## src/rtl/rv_dbg_bridge_pkg.sv

```systemverilog
// rv_dbg_bridge_pkg: debug bridge command opcodes and reply byte codes
package rv_dbg_bridge_pkg;
  typedef enum logic [7:0] {
    CMD_H = 8'h48,
    CMD_G = 8'h47,
    CMD_W = 8'h57,
    CMD_R = 8'h52
  } dbg_cmd_t;
  localparam logic [7:0] RSP_OK  = 8'h4B;
  localparam logic [7:0] RSP_ERR = 8'h45;
  localparam logic [7:0] RSP_BAD = 8'h3F;
endpackage

```

## src/rtl/rv_dbg_uart.sv

```systemverilog
// rv_dbg_uart: rxd synchroniser plus 8N1 byte receiver and back-to-back capable transmitter
module rv_dbg_uart
  import rv_dbg_bridge_pkg::*;
#(
  parameter int BAUD_DIV = 868
) (
  input  logic       clk,
  input  logic       xreset,
  input  logic       rxd,
  input  logic [7:0] tx_data,
  input  logic       tx_start,
  output logic [7:0] rx_data,
  output logic       rx_valid,
  output logic       txd,
  output logic       tx_busy,
  output logic       tx_act
);
  localparam logic [15:0] FULL = 16'(BAUD_DIV - 1);
  localparam logic [15:0] HALF = 16'(BAUD_DIV / 2 - 1);
  logic        s1, s2, s3, rx_act, tx_last, ld;
  logic [15:0] rx_cnt, tx_cnt;
  logic [3:0]  rx_bit, tx_bit;
  logic [7:0]  tx_sh;
  assign tx_last = tx_bit == 4'd9 && tx_cnt == 16'd0;
  assign tx_busy = tx_act && !(tx_bit == 4'd9 && tx_cnt <= 16'd1);
  assign ld      = tx_start && (!tx_act || tx_last);
  always_ff @(posedge clk) begin
    if (!xreset) begin
      s1 <= 1'b1;
      s2 <= 1'b1;
      s3 <= 1'b1;
    end else begin
      s1 <= rxd;
      s2 <= s1;
      s3 <= s2;
    end
  end
  always_ff @(posedge clk) begin
    if (!xreset) begin
      rx_act   <= 1'b0;
      rx_valid <= 1'b0;
      rx_cnt   <= 16'd0;
      rx_bit   <= 4'd0;
      rx_data  <= 8'd0;
    end else begin
      rx_valid <= 1'b0;
      if (!rx_act) begin
        if (s3 && !s2) begin
          rx_act <= 1'b1;
          rx_cnt <= HALF;
          rx_bit <= 4'd0;
        end
      end else if (rx_cnt != 16'd0) begin
        rx_cnt <= rx_cnt - 16'd1;
      end else begin
        rx_cnt <= FULL;
        rx_bit <= rx_bit + 4'd1;
        if (rx_bit == 4'd0) rx_act <= !s2;
        else if (rx_bit < 4'd9) rx_data <= {s2, rx_data[7:1]};
        else begin
          rx_act   <= 1'b0;
          rx_valid <= s2;
        end
      end
    end
  end
  always_ff @(posedge clk) begin
    if (!xreset) begin
      txd    <= 1'b1;
      tx_act <= 1'b0;
      tx_cnt <= 16'd0;
      tx_bit <= 4'd0;
      tx_sh  <= 8'd0;
    end else if (ld) begin
      txd    <= 1'b0;
      tx_act <= 1'b1;
      tx_cnt <= FULL;
      tx_bit <= 4'd0;
      tx_sh  <= tx_data;
    end else if (tx_act) begin
      if (tx_cnt != 16'd0) tx_cnt <= tx_cnt - 16'd1;
      else begin
        tx_cnt <= FULL;
        tx_bit <= tx_bit + 4'd1;
        txd    <= tx_bit < 4'd8 ? tx_sh[tx_bit[2:0]] : 1'b1;
        tx_act <= tx_bit != 4'd9;
      end
    end
  end
endmodule

```

## src/rtl/rv_dbg_bridge.sv

```systemverilog
// rv_dbg_bridge: serial command decoder that halts the core and runs single-word d-bus cycles
module rv_dbg_bridge
  import rv_dbg_bridge_pkg::*;
#(
  parameter int BAUD_DIV = 868,
  parameter int TMO      = 2000000
) (
  input  logic        clk,
  input  logic        xreset,
  input  logic        rxd,
  output logic        txd,
  output logic        hold,
  output logic [31:0] adr,
  output logic [31:0] dw,
  output logic [3:0]  we,
  output logic        re,
  input  logic        rdy,
  input  logic [31:0] dr,
  output logic        busy
);
  localparam logic [2:0] IDLE   = 3'd0;
  localparam logic [2:0] ADDR   = 3'd1;
  localparam logic [2:0] DATA   = 3'd2;
  localparam logic [2:0] BUS    = 3'd3;
  localparam logic [2:0] BWAIT  = 3'd4;
  localparam logic [2:0] REPLY  = 3'd5;
  localparam logic [2:0] TXWAIT = 3'd6;
  logic [2:0]  state;
  logic [1:0]  cnt, rsp_n;
  logic [7:0]  opc, rx_data;
  logic [31:0] a, a_n, rsp, tmo;
  logic [23:0] d;
  logic        rx_valid, tx_busy, tx_act, tmo_hit;
  assign a_n     = {a[23:0], rx_data};
  assign tmo_hit = tmo == 32'(TMO - 1);
  assign busy    = state != IDLE || tx_act;
  rv_dbg_uart #(.BAUD_DIV(BAUD_DIV)) u_uart (
    .clk      (clk),
    .xreset   (xreset),
    .rxd      (rxd),
    .tx_data  (rsp[31:24]),
    .tx_start (state == REPLY),
    .rx_data  (rx_data),
    .rx_valid (rx_valid),
    .txd      (txd),
    .tx_busy  (tx_busy),
    .tx_act   (tx_act)
  );
  always_ff @(posedge clk) begin
    if (!xreset) begin
      state <= IDLE;
      cnt   <= 2'd0;
      rsp_n <= 2'd0;
      opc   <= 8'd0;
      a     <= 32'd0;
      d     <= 24'd0;
      rsp   <= 32'd0;
      tmo   <= 32'd0;
      hold  <= 1'b0;
      adr   <= 32'd0;
      dw    <= 32'd0;
      we    <= 4'h0;
      re    <= 1'b0;
    end else begin
      case (state)
        IDLE: if (rx_valid) begin
          opc   <= rx_data;
          cnt   <= 2'd0;
          tmo   <= 32'd0;
          rsp_n <= 2'd0;
          rsp   <= {(rx_data == CMD_H || rx_data == CMD_G) ? RSP_OK : RSP_BAD, 24'h0};
          if (rx_data == CMD_H) hold <= 1'b1;
          if (rx_data == CMD_G) hold <= 1'b0;
          state <= (rx_data == CMD_W || rx_data == CMD_R) ? ADDR : REPLY;
        end
        ADDR: if (rx_valid) begin
          a   <= a_n;
          cnt <= cnt + 2'd1;
          tmo <= 32'd0;
          if (cnt == 2'd3) begin
            if (opc == CMD_W) state <= DATA;
            else if (hold) begin
              adr   <= {a_n[31:2], 2'b00};
              re    <= 1'b1;
              state <= BUS;
            end else begin
              rsp   <= {RSP_ERR, 24'h0};
              state <= REPLY;
            end
          end
        end else if (tmo_hit) state <= IDLE;
        else tmo <= tmo + 32'd1;
        DATA: if (rx_valid) begin
          d   <= {d[15:0], rx_data};
          cnt <= cnt + 2'd1;
          tmo <= 32'd0;
          if (cnt == 2'd3) begin
            if (hold) begin
              adr   <= {a[31:2], 2'b00};
              dw    <= {d, rx_data};
              we    <= 4'hf;
              state <= BUS;
            end else begin
              rsp   <= {RSP_ERR, 24'h0};
              state <= REPLY;
            end
          end
        end else if (tmo_hit) state <= IDLE;
        else tmo <= tmo + 32'd1;
        BUS: if (rdy) begin
          re    <= 1'b0;
          we    <= 4'h0;
          rsp   <= {RSP_OK, 24'h0};
          state <= re ? BWAIT : REPLY;
        end
        BWAIT: begin
          rsp   <= dr;
          rsp_n <= 2'd3;
          state <= REPLY;
        end
        REPLY: begin
          rsp   <= {rsp[23:0], 8'h0};
          state <= TXWAIT;
        end
        TXWAIT: if (!tx_busy) begin
          rsp_n <= rsp_n - 2'd1;
          state <= rsp_n == 2'd0 ? IDLE : REPLY;
        end
        default: state <= IDLE;
      endcase
    end
  end
endmodule

```

## config.mk

```make
export PLATFORM = sky130hd
export DESIGN_NAME = rv_dbg_bridge
export DESIGN_NICKNAME = d
export VERILOG_FILES = /design/src/rtl/rv_dbg_bridge_pkg.sv /design/src/rtl/rv_dbg_uart.sv /design/src/rtl/rv_dbg_bridge.sv
export SDC_FILE = /design/constraint.sdc
export NUM_CORES = 1
export LEC_CHECK = 0
export CAP_MARGIN = 20
export CORE_MARGIN = 5
export CORE_UTILIZATION = 35
export DETAILED_ROUTE_END_ITERATION = 16
export GPL_TIMING_DRIVEN = 0
export SYNTH_ARGS = -nofsm -noshare
export SYNTH_HDL_FRONTEND = slang
export SYNTH_SLANG_ARGS = --single-unit
export TNS_END_PERCENT = 5
```

## constraint.sdc

```tcl
create_clock -name clk -period 6.67 [get_ports clk]
set_clock_uncertainty 0.05 [all_clocks]
set_input_delay 1.334 -clock clk [delete_from_list [all_inputs] [get_ports clk]]
set_output_delay 1.334 -clock clk [all_outputs]
set_load 0.005 [all_outputs]
```

==> After elaboration in Yosys (flattened, before gate mapping) <==
Cells that the tools add are included.
{ "word_totals": {"regBits": 268, "in_bits": 36, "out_inout_bits": 72, "elab_cells": 199} }
{ "op_classes": {"add_sub_neg": 7, "magnitude_cmp": 4, "eq_ne": 31, "muxes": 77, "bitwise_logic": 5, "reduce_logical": 48} }
{ "op_table": {"columns": ["op", "n"], "rows": [
  ["$mux W32", 18],
  ["$pmux W32 S6", 1],
  ["$pmux W32 S2", 2],
  ["$mux W16", 4],
  ["$eq A8 B7 Y1 const B", 5],
  ["$mux W3", 12],
  ["$add A32 B1 Y32 const B", 1],
  ["$eq A32 B21 Y1 const B", 1],
  ["$reduce_bool A16 Y1", 2],
  ["$sub A16 B1 Y16 const B", 2],
  ["$mux W4", 7],
  ["$mux W1", 21],
  ["$pmux W3 S7", 1],
  ["$mux W10", 2],
  ["$le A16 B1 Y1 const B", 1],
  ["$logic_not A16 Y1", 1],
  ["$ne A2 B2 Y1 const B", 8],
  ["$reduce_and A8 Y1", 2],
  ["$reduce_bool A2 Y1", 7],
  ["$reduce_and A2 Y1", 6],
  ["$reduce_and A3 Y1", 4],
  ["$ne A2 B1 Y1 const B", 5],
  ["$reduce_and A5 Y1", 2],
  ["$eq A3 B3 Y1 const B", 3],
  ["other kinds (32)", 54]
]} }

==> Logic depth before layout (Yosys ltp) <==
Gate-level depths: netlist (run 1).
{ "depth": {"depth_word": 6, "depth_mapped": 9, "mapped_depth_nobuf": 7} }

==> By module <==
Synthesis (run 1) repeated with hierarchy kept, for this count alone.
{ "unflattened": {"cells_unflattened": 1385, "hier_area_um2": 11637.4} }
{ "modules_own_cells": {"columns": ["module", "n_inst", "cells_each", "area_each_um2", "seq_area_each_um2"], "rows": [
  ["rv_dbg_bridge", 1, 1019, 8433.1, 4003.8],
  ["rv_dbg_uart", 1, 366, 3204.3, 1261.2]
]} }

==> Worst setup path after synthesis (run 1) <==
No wires, ideal clock.
{ "synth_timing": {"kind": "reg2out", "start": "register state[2]", "end": "output busy", "t_arrival_ps": 1423, "required_ps": 5286, "setup_slack_ps": 3863, "path_stages_with_launch": 5, "path_buffers": 3, "cell_sequence": "dfxtp_1 -> clkbuf_1 -> clkbuf_1 -> clkbuf_1 -> or4_1"} }
{ "synth_via": {"elab_chain_len": 2} }
{ "synth_lines": {"columns": ["element", "line_no", "text"], "rows": [
  ["start, declared", "rv_dbg_bridge.sv:28", "logic [2:0] state;"],
  ["start signal, assigned", "rv_dbg_bridge.sv:74", "state <= (rx_data == CMD_W || rx_data == CMD_R) ? ADDR : REPLY;"],
  ["start signal, assigned", "rv_dbg_bridge.sv:114", "state <= re ? BWAIT : REPLY;"],
  ["start signal, assigned", "rv_dbg_bridge.sv:127", "state <= rsp_n == 2'd0 ? IDLE : REPLY;"],
  ["$reduce_bool A3 Y1", "rv_dbg_bridge.sv:36", "assign busy = state != IDLE || tx_act;"],
  ["$logic_or A1 B1 Y1", "rv_dbg_bridge.sv:36", null],
  ["end, declared", "rv_dbg_bridge.sv:19", "output logic busy"]
]} }
No other way between the ends.

==> Worst setup path in the final report (run 1) <==
Same ends and word-level chain as after synthesis.

==> out/metrics.cfg, run 1 <==
[status]
outcome = finished, final reports clean

[cts]
h-tree-depth = 1
cts_resized = 0
postCtsSetupRepairBufs = 0
ctsHoldBuffers = 0
cts-root-buf = clkbuf_16
clockBufferDepth = 3
clkSlewWorstSetupHoldPaths_ps = 60
numClockSinks = 263
tritoncts = done
insertion_delay_ps = 550
cts-buffers-inserted = 29

[detailed_routing]
drt-wirelength-per-cell_um = 16.6
firstDrtPassIters = 7
drc = 0
via_per_inst = 5.19
vias = 10200
wl_mm = 32.8
ant_nets = 0
first_iter_violations = 755

[synthesis]
synthArstFlopShare_pct = 0
synth_cell_types = 72
synth_top_area_share_pct = 45.3
yosys_warnings = 0
synth_top_area_cell = dfxtp_1
synth.avg_cell_area_um2 = 8.48
synth_area_leaders = dfxtp_1 45%, nand2_1 8.7%, a21boi_0 5.2%, mux2i_1 3.7%, nor2_1 3.3%
synth_edf_count = 0
ys_ff_latch = 263
synth-main-ff-cell = dfxtp_1
synth_seq_area_share_pct = 45.3
syn_inst = 1371
synth_area_mm2 = 0.0116

[placement]
pre_cts_slack_ps = 2970
dp_hpwl_mm = 23.9
io_buffers = 105
gp_congestion = 0.908

[floorplanning]
die_h_um = 192
num_rows = 66
die_x_um = 192
core-area_mm2 = 0.0327
ios = 108
dieArea_mm2 = 0.0370
initial_core_util_pct = 35.6

[worst_setup_path]
path_cells = clkbuf_1, clkbuf_1, clkbuf_1, or4_1, clkdlybuf4s50_1
cp-end-kind = output pin
worstSetupPathType = flip-flop to output pin
crit_path_max_fanout = 10
worstReg2RegStart = state[0]$_SDFFE_PN0P_
cpPeakStageDelay_ps = 520
worst-endpoint-arrival_ps = 2910
crit_start = state[2]$_SDFFE_PN0P_
start_kind = flip-flop
required_ps = 5290
cpMostUsedCell = clkbuf_1
slowest_stage = clkdlybuf4s50_1

[grt]
grt_pass1_vias = 9817
grt_first_pass_wirelength_mm = 52.0
grt_max_degree = 15
overflow = 0
antenna_found_initial = 0
grtUsageTotal_pct = 17.2

[finish]
final_cell_mix = 269 x nand2_1, 263 x dfxtp_1, 105 x clkdlybuf4s50_1
layout_commonest_cell = nand2_1
drive_gt1_share_pct = 6.40
final_nets = 1556
antenna_cells = 0
area_growth_pct = 22.3

[pwr]
power_mw = 4.02
leakagePower_nw = 4.72
p_per_area_mw_per_mm2 = 283
irDropWorstVdd_mv = 0.185

[timing]
fmax_ghz = 0.233
setup_violations = 0
finalWorstSetupSlack_ps = 2370
finalHoldViolCount = 0
min_period_ps = 4300
slew_violations = 0
timing.hold.ws_ps = 362
relSlewSlack_pct = 34.5
fin_crit_sh_pct = 64.4
finalSetupTns_ps = 0
rsz0062_at_grt = no
tightestPinTransition_ps = 982

[flow_run]
max_cap_violations = 0

[min_path]
hp-class = flip-flop to flip-flop
min_from = u_uart.s1$_SDFF_PN1_

-- sequential cells by signal, summed over array words and instances, names as in the netlist, 3 cells and up --
register	cells
state	3
tmo	32
u_uart.rx_bit	4
u_uart.rx_data	8
dw	32
u_uart.tx_sh	8
adr	30
d	24
a	32
u_uart.rx_cnt	16
opc	8
u_uart.tx_cnt	16
rsp	32
u_uart.tx_bit	4
-- critical path, delay by kind of cell (launching register included) --
family	cells	cell delay, ps
flip-flops	1	400
AND/OR/NAND/NOR	1	260
buffers and inverters	4	1710
-- cells in the mapped netlist, types with 13 or more instances --
cell type and instances:
nand2_1 269, dfxtp_1 263, nor2_1 101, a21boi_0 80
a21oi_1 72, clkbuf_1 65, o21ai_0 45, mux2i_1 43
a211oi_1 37, nand3_1 32, nor3_1 26, or3_1 24
xnor2_1 22, inv_1 21, buf_2 19, a222oi_1 17
nor4_1 17, nand4_1 16, nor2b_1 13
-- worst paths after layout --
path	endpoint	slack [ps]	cells past startpoint
worst max-delay path	busy	2370	5
worst min register to register	u_uart.s2$_SDFF_PN1_	360	1
worst min-delay path	u_uart.s2$_SDFF_PN1_	360	1
worst max register to register	tmo[5]$_SDFFE_PN0P_	3860	8
-- logic make-up (layout without fill, tap and decap cells) --
logic type | Yosys count | in the layout | synth area share, %
and+or+nand+nor | 585 | 585 | 24.1
AOI/OAI and AO/OA | 314 | 314 | 18.4
DFF | 263 | 263 | 45.3
buffers and inverters | 119 | 278 | 4.39
muxes | 45 | 45 | 4.09
xor gates and xnor gates | 32 | 32 | 2.41
adders and majority gates | 12 | 12 | 1.29
other | 1 | 2 | 0.0322
-- report_power, final --
part	leakage, nW	switching (mW)	internal (mW)
registers	2.12	0.0620	1.65
clock network	0.475	0.659	0.974
logic	2.12	0.411	0.263
-- cell type report --
cell class	instances	area, µm²
Buffer	98	432
Clock buffer	39	813
Clock inverter	15	171
Fill cell	3311	18500
Inverter	21	78.8
Multi-Input combinational cell	990	5860
Sequential cell	263	5270
Tap cell	442	553
Timing Repair Buffer	105	1050
-- stage by stage --
step / util (%) / instance area, µm² / cells
global placement: 40.5 / 13200 / 1919
global route: 43.5 / 14200 / 1973
floorplan: - / 11600 / 1372
CTS: 43.5 / 14200 / 1973
finish: 43.5 / 14200 / 1973
detailed placement: 40.5 / 13200 / 1919
-- layer usage --
| metal | vias to the layer above | GRT usage [%] | wire length, µm |
|---|---|---|---|
| li1 | 5130 | - | - |
| met1 | 4817 | 23.4 | 15200 |
| met2 | 247 | 28.5 | 15200 |
| met3 | 52 | 2.53 | 1630 |
| met4 | 0 | 4.53 | 798 |
| met5 | - | 0 | 0 |
Power figures use the tool's default switching activity.
==> run 2: changes to the inputs <==
==> constraint.sdc (replaced) <==
create_clock -name clk -period 4.1 [get_ports clk]
set_clock_uncertainty 0.05 [all_clocks]
set_input_delay 0.82 -clock clk [delete_from_list [all_inputs] [get_ports clk]]
set_output_delay 0.82 -clock clk [all_outputs]
set_load 0.005 [all_outputs]
==> results of run 2 <==
Same layout as run 1 (identical final DEF). Status: finished, final reports clean.
Among the figures that moved: setup slack after placement 2970 ps -> 915 ps; setup slack after layout 2370 ps -> 317 ps; register-to-register setup slack 3860 ps -> 1290 ps; total power 4.02 mW -> 6.54 mW; worst IR drop on VDD 0.185 mV -> 0.301 mV
==> run 3: changes to the inputs <==
--- a/config.mk
+++ b/config.mk
@@ -10,6 +10,7 @@
 export CORE_UTILIZATION = 35
 export DETAILED_ROUTE_END_ITERATION = 16
 export GPL_TIMING_DRIVEN = 0
+export SKIP_CTS_REPAIR_TIMING = 1
 export SYNTH_ARGS = -nofsm -noshare
 export SYNTH_HDL_FRONTEND = slang
 export SYNTH_SLANG_ARGS = --single-unit
==> constraint.sdc (replaced) <==
create_clock -name clk -period 3.5 [get_ports clk]
set_clock_uncertainty 0.05 [all_clocks]
set_input_delay 0.7 -clock clk [delete_from_list [all_inputs] [get_ports clk]]
set_output_delay 0.7 -clock clk [all_outputs]
set_load 0.005 [all_outputs]
==> run 3 against run 2 <==
  * Sequential power increased by 17%
  * Die area unchanged
  * Critical endpoint unchanged
  * Setup slack got worse by 210 ps
  * Global-route usage unchanged
  * Via count decreased by 0.56%
  * First-iteration DRC count decreased by 4.2%
  * Power increased by 17%
==> out/metrics.cfg, run 3 (synthesis results as in run 1) <==
[detailed_routing]
top_layer_used = met4
wl_mm = 32.7  ; -0.18%
firstDrtPassIters = 8  ; +1
drc = 0  ; unchanged
first_iter_violations = 723  ; -4.2%
dr_wl_met3_mm = 1.55  ; -4.9%
drt-wirelength-per-cell_um = 16.6  ; about the same
met2WireLength_mm = 15.2  ; +0.20%
via_per_inst = 5.17  ; -0.46%
ant_nets = 0  ; unchanged
wl_met1_mm = 15.2  ; +0.14%
vias = 10200  ; -0.56%

[cts]
numClockSinks = 263  ; unchanged
cts-buffers-inserted = 29  ; unchanged
cts-root-buf = clkbuf_16
clockBufferDepth = 3  ; unchanged
h-tree-depth = 1  ; unchanged
tritoncts = done
insertion_delay_ps = 550  ; about the same
clkSlewWorstSetupHoldPaths_ps = 60  ; about the same

[grt]
grt_pass1_vias = 9817  ; unchanged
overflow = 0  ; unchanged
grtUsageTotal_pct = 17.2  ; unchanged
grt_max_degree = 15  ; unchanged
antenna_found_initial = 0  ; unchanged
grt_first_pass_wirelength_mm = 52.0  ; unchanged

[timing]
fmax_ghz = 0.295
fin_crit_sh_pct = 96.8
rsz0062_at_grt = no
finalSetupTns_ps = 0  ; unchanged
min_period_ps = 3390
setup_violations = 0  ; unchanged
slew_violations = 0  ; unchanged
tightestPinTransition_ps = 998  ; +15.5 ps
relSlewSlack_pct = 33.5  ; -1.0 points
finalHoldViolCount = 0  ; unchanged

[floorplanning]
core-area_mm2 = 0.0327  ; unchanged
ios = 108  ; unchanged
dieArea_mm2 = 0.0370  ; unchanged
die_h_um = 192  ; unchanged
num_rows = 66  ; unchanged
initial_core_util_pct = 35.6  ; unchanged
die_x_um = 192  ; unchanged

[finish]
drive_gt1_share_pct = 6.67  ; +0.27 points
area_growth_pct = 22.3  ; about the same
layout.area.seq_mm2 = 0.00527  ; unchanged
n_fill_cell = 3312  ; +0.030%
final_nets = 1554  ; -0.13%
multi_input_area_mm2 = 0.00586  ; unchanged
layout_commonest_cell = nand2_1
final_cell_mix = 269 x nand2_1, 263 x dfxtp_1, 105 x clkdlybuf4s50_1
antenna_cells = 0  ; unchanged
fin_util_pct = 43.5  ; about the same
fin_cells = 1971  ; -0.10%
final_area_mm2 = 0.0142  ; about the same

[pwr]
p_int_mw = 5.51
leakagePower_nw = 4.73  ; +0.24%
power_mw = 7.66
switching_share_pct = 28.1
p_clk_share_pct = 40.6  ; about the same
p_per_area_mw_per_mm2 = 538
power_frac_comb_pct = 16.7  ; about the same
p_switching_mw = 2.15
irDropWorstVdd_mv = 0.352
pwr-share-seq_pct = 42.7  ; about the same

[status]
outcome = finished, final reports clean

[worst_setup_path]
crit_path_max_fanout = 10  ; unchanged
worst-endpoint-arrival_ps = 2640  ; -270 ps
rr_worst_depth = 7  ; -1
start_kind = flip-flop
worstSetupPathType = flip-flop to output pin
cp-end-kind = output pin
required_ps = 2750

[min_path]
holdPathStages = 1  ; unchanged
hp-class = flip-flop to flip-flop

[placement]
post_dp_cell_area_mm2 = 0.0132  ; unchanged
gp_congestion = 0.908  ; unchanged
io_buffers = 105  ; unchanged
dp_hpwl_mm = 23.9  ; unchanged
dp.cells = 1919  ; unchanged

[flow_run]
max_cap_violations = 0  ; unchanged

run 3: cell types whose count changed in the layout (fill, tap and decap cells not counted):
cell	previous run	this run
buf_1	4	2
clkbuf_1	70	66
clkbuf_2	1	5
run 3: area by class of cell:
| class | instances | area share, % |
|---|---|---|
| Multi-Input combinational cell | 990 | 41.2 |
| Clock inverter | 15 | 1.21 |
| Sequential cell | 263 | 37.0 |
| Timing Repair Buffer | 105 | 7.39 |
| Buffer | 96 | 3.02 |
| Tap cell | 442 | 3.89 |
| Inverter | 21 | 0.554 |
| Clock buffer | 39 | 5.72 |
run 3: layer usage:
layer	vias up	track usage (%)
met1	4805	23.4
met3	50	2.53
met2	213	28.5
met5	-	0
met4	0	4.53
li1	5121	-
run 3: path summary, 6_finish.rpt:
check / startpoint / to / slack, ps
max: state[0]$_SDFFE_PN0P_ / busy / 110
min: u_uart.s1$_SDFF_PN1_ / u_uart.s2$_SDFF_PN1_ / 360
max reg2reg: state[2]$_SDFFE_PN0P_ / tmo[1]$_SDFFE_PN0P_ / 680
min reg2reg: u_uart.s1$_SDFF_PN1_ / u_uart.s2$_SDFF_PN1_ / 360
run 3: power by group through the flow:
stage	Combinational, mW	Sequential [mW]	Clock, mW
3_3_place_gp	1.26	3.32	0
6_report	1.28	3.27	3.11
4_1_cts	1.28	3.26	3.18
3_5_place_dp	1.27	3.33	0
2_1_floorplan	0.909	3.29	0
5_1_grt	1.40	3.29	3.28
run 3: critical path, cell delays in order (launching register included):
cell,delay [ps]
dfxtp_1,290
buf_2,160
clkbuf_1,230
clkbuf_2,280
or4_1,630
clkdlybuf4s50_1,490
run 3: through the flow:
stage,setup slack [ps],hold slack [ps]
floorplan,1310,336
global placement,426,351
detailed placement,435,351
CTS,-157,365
global route,19.5,387
finish,111,362
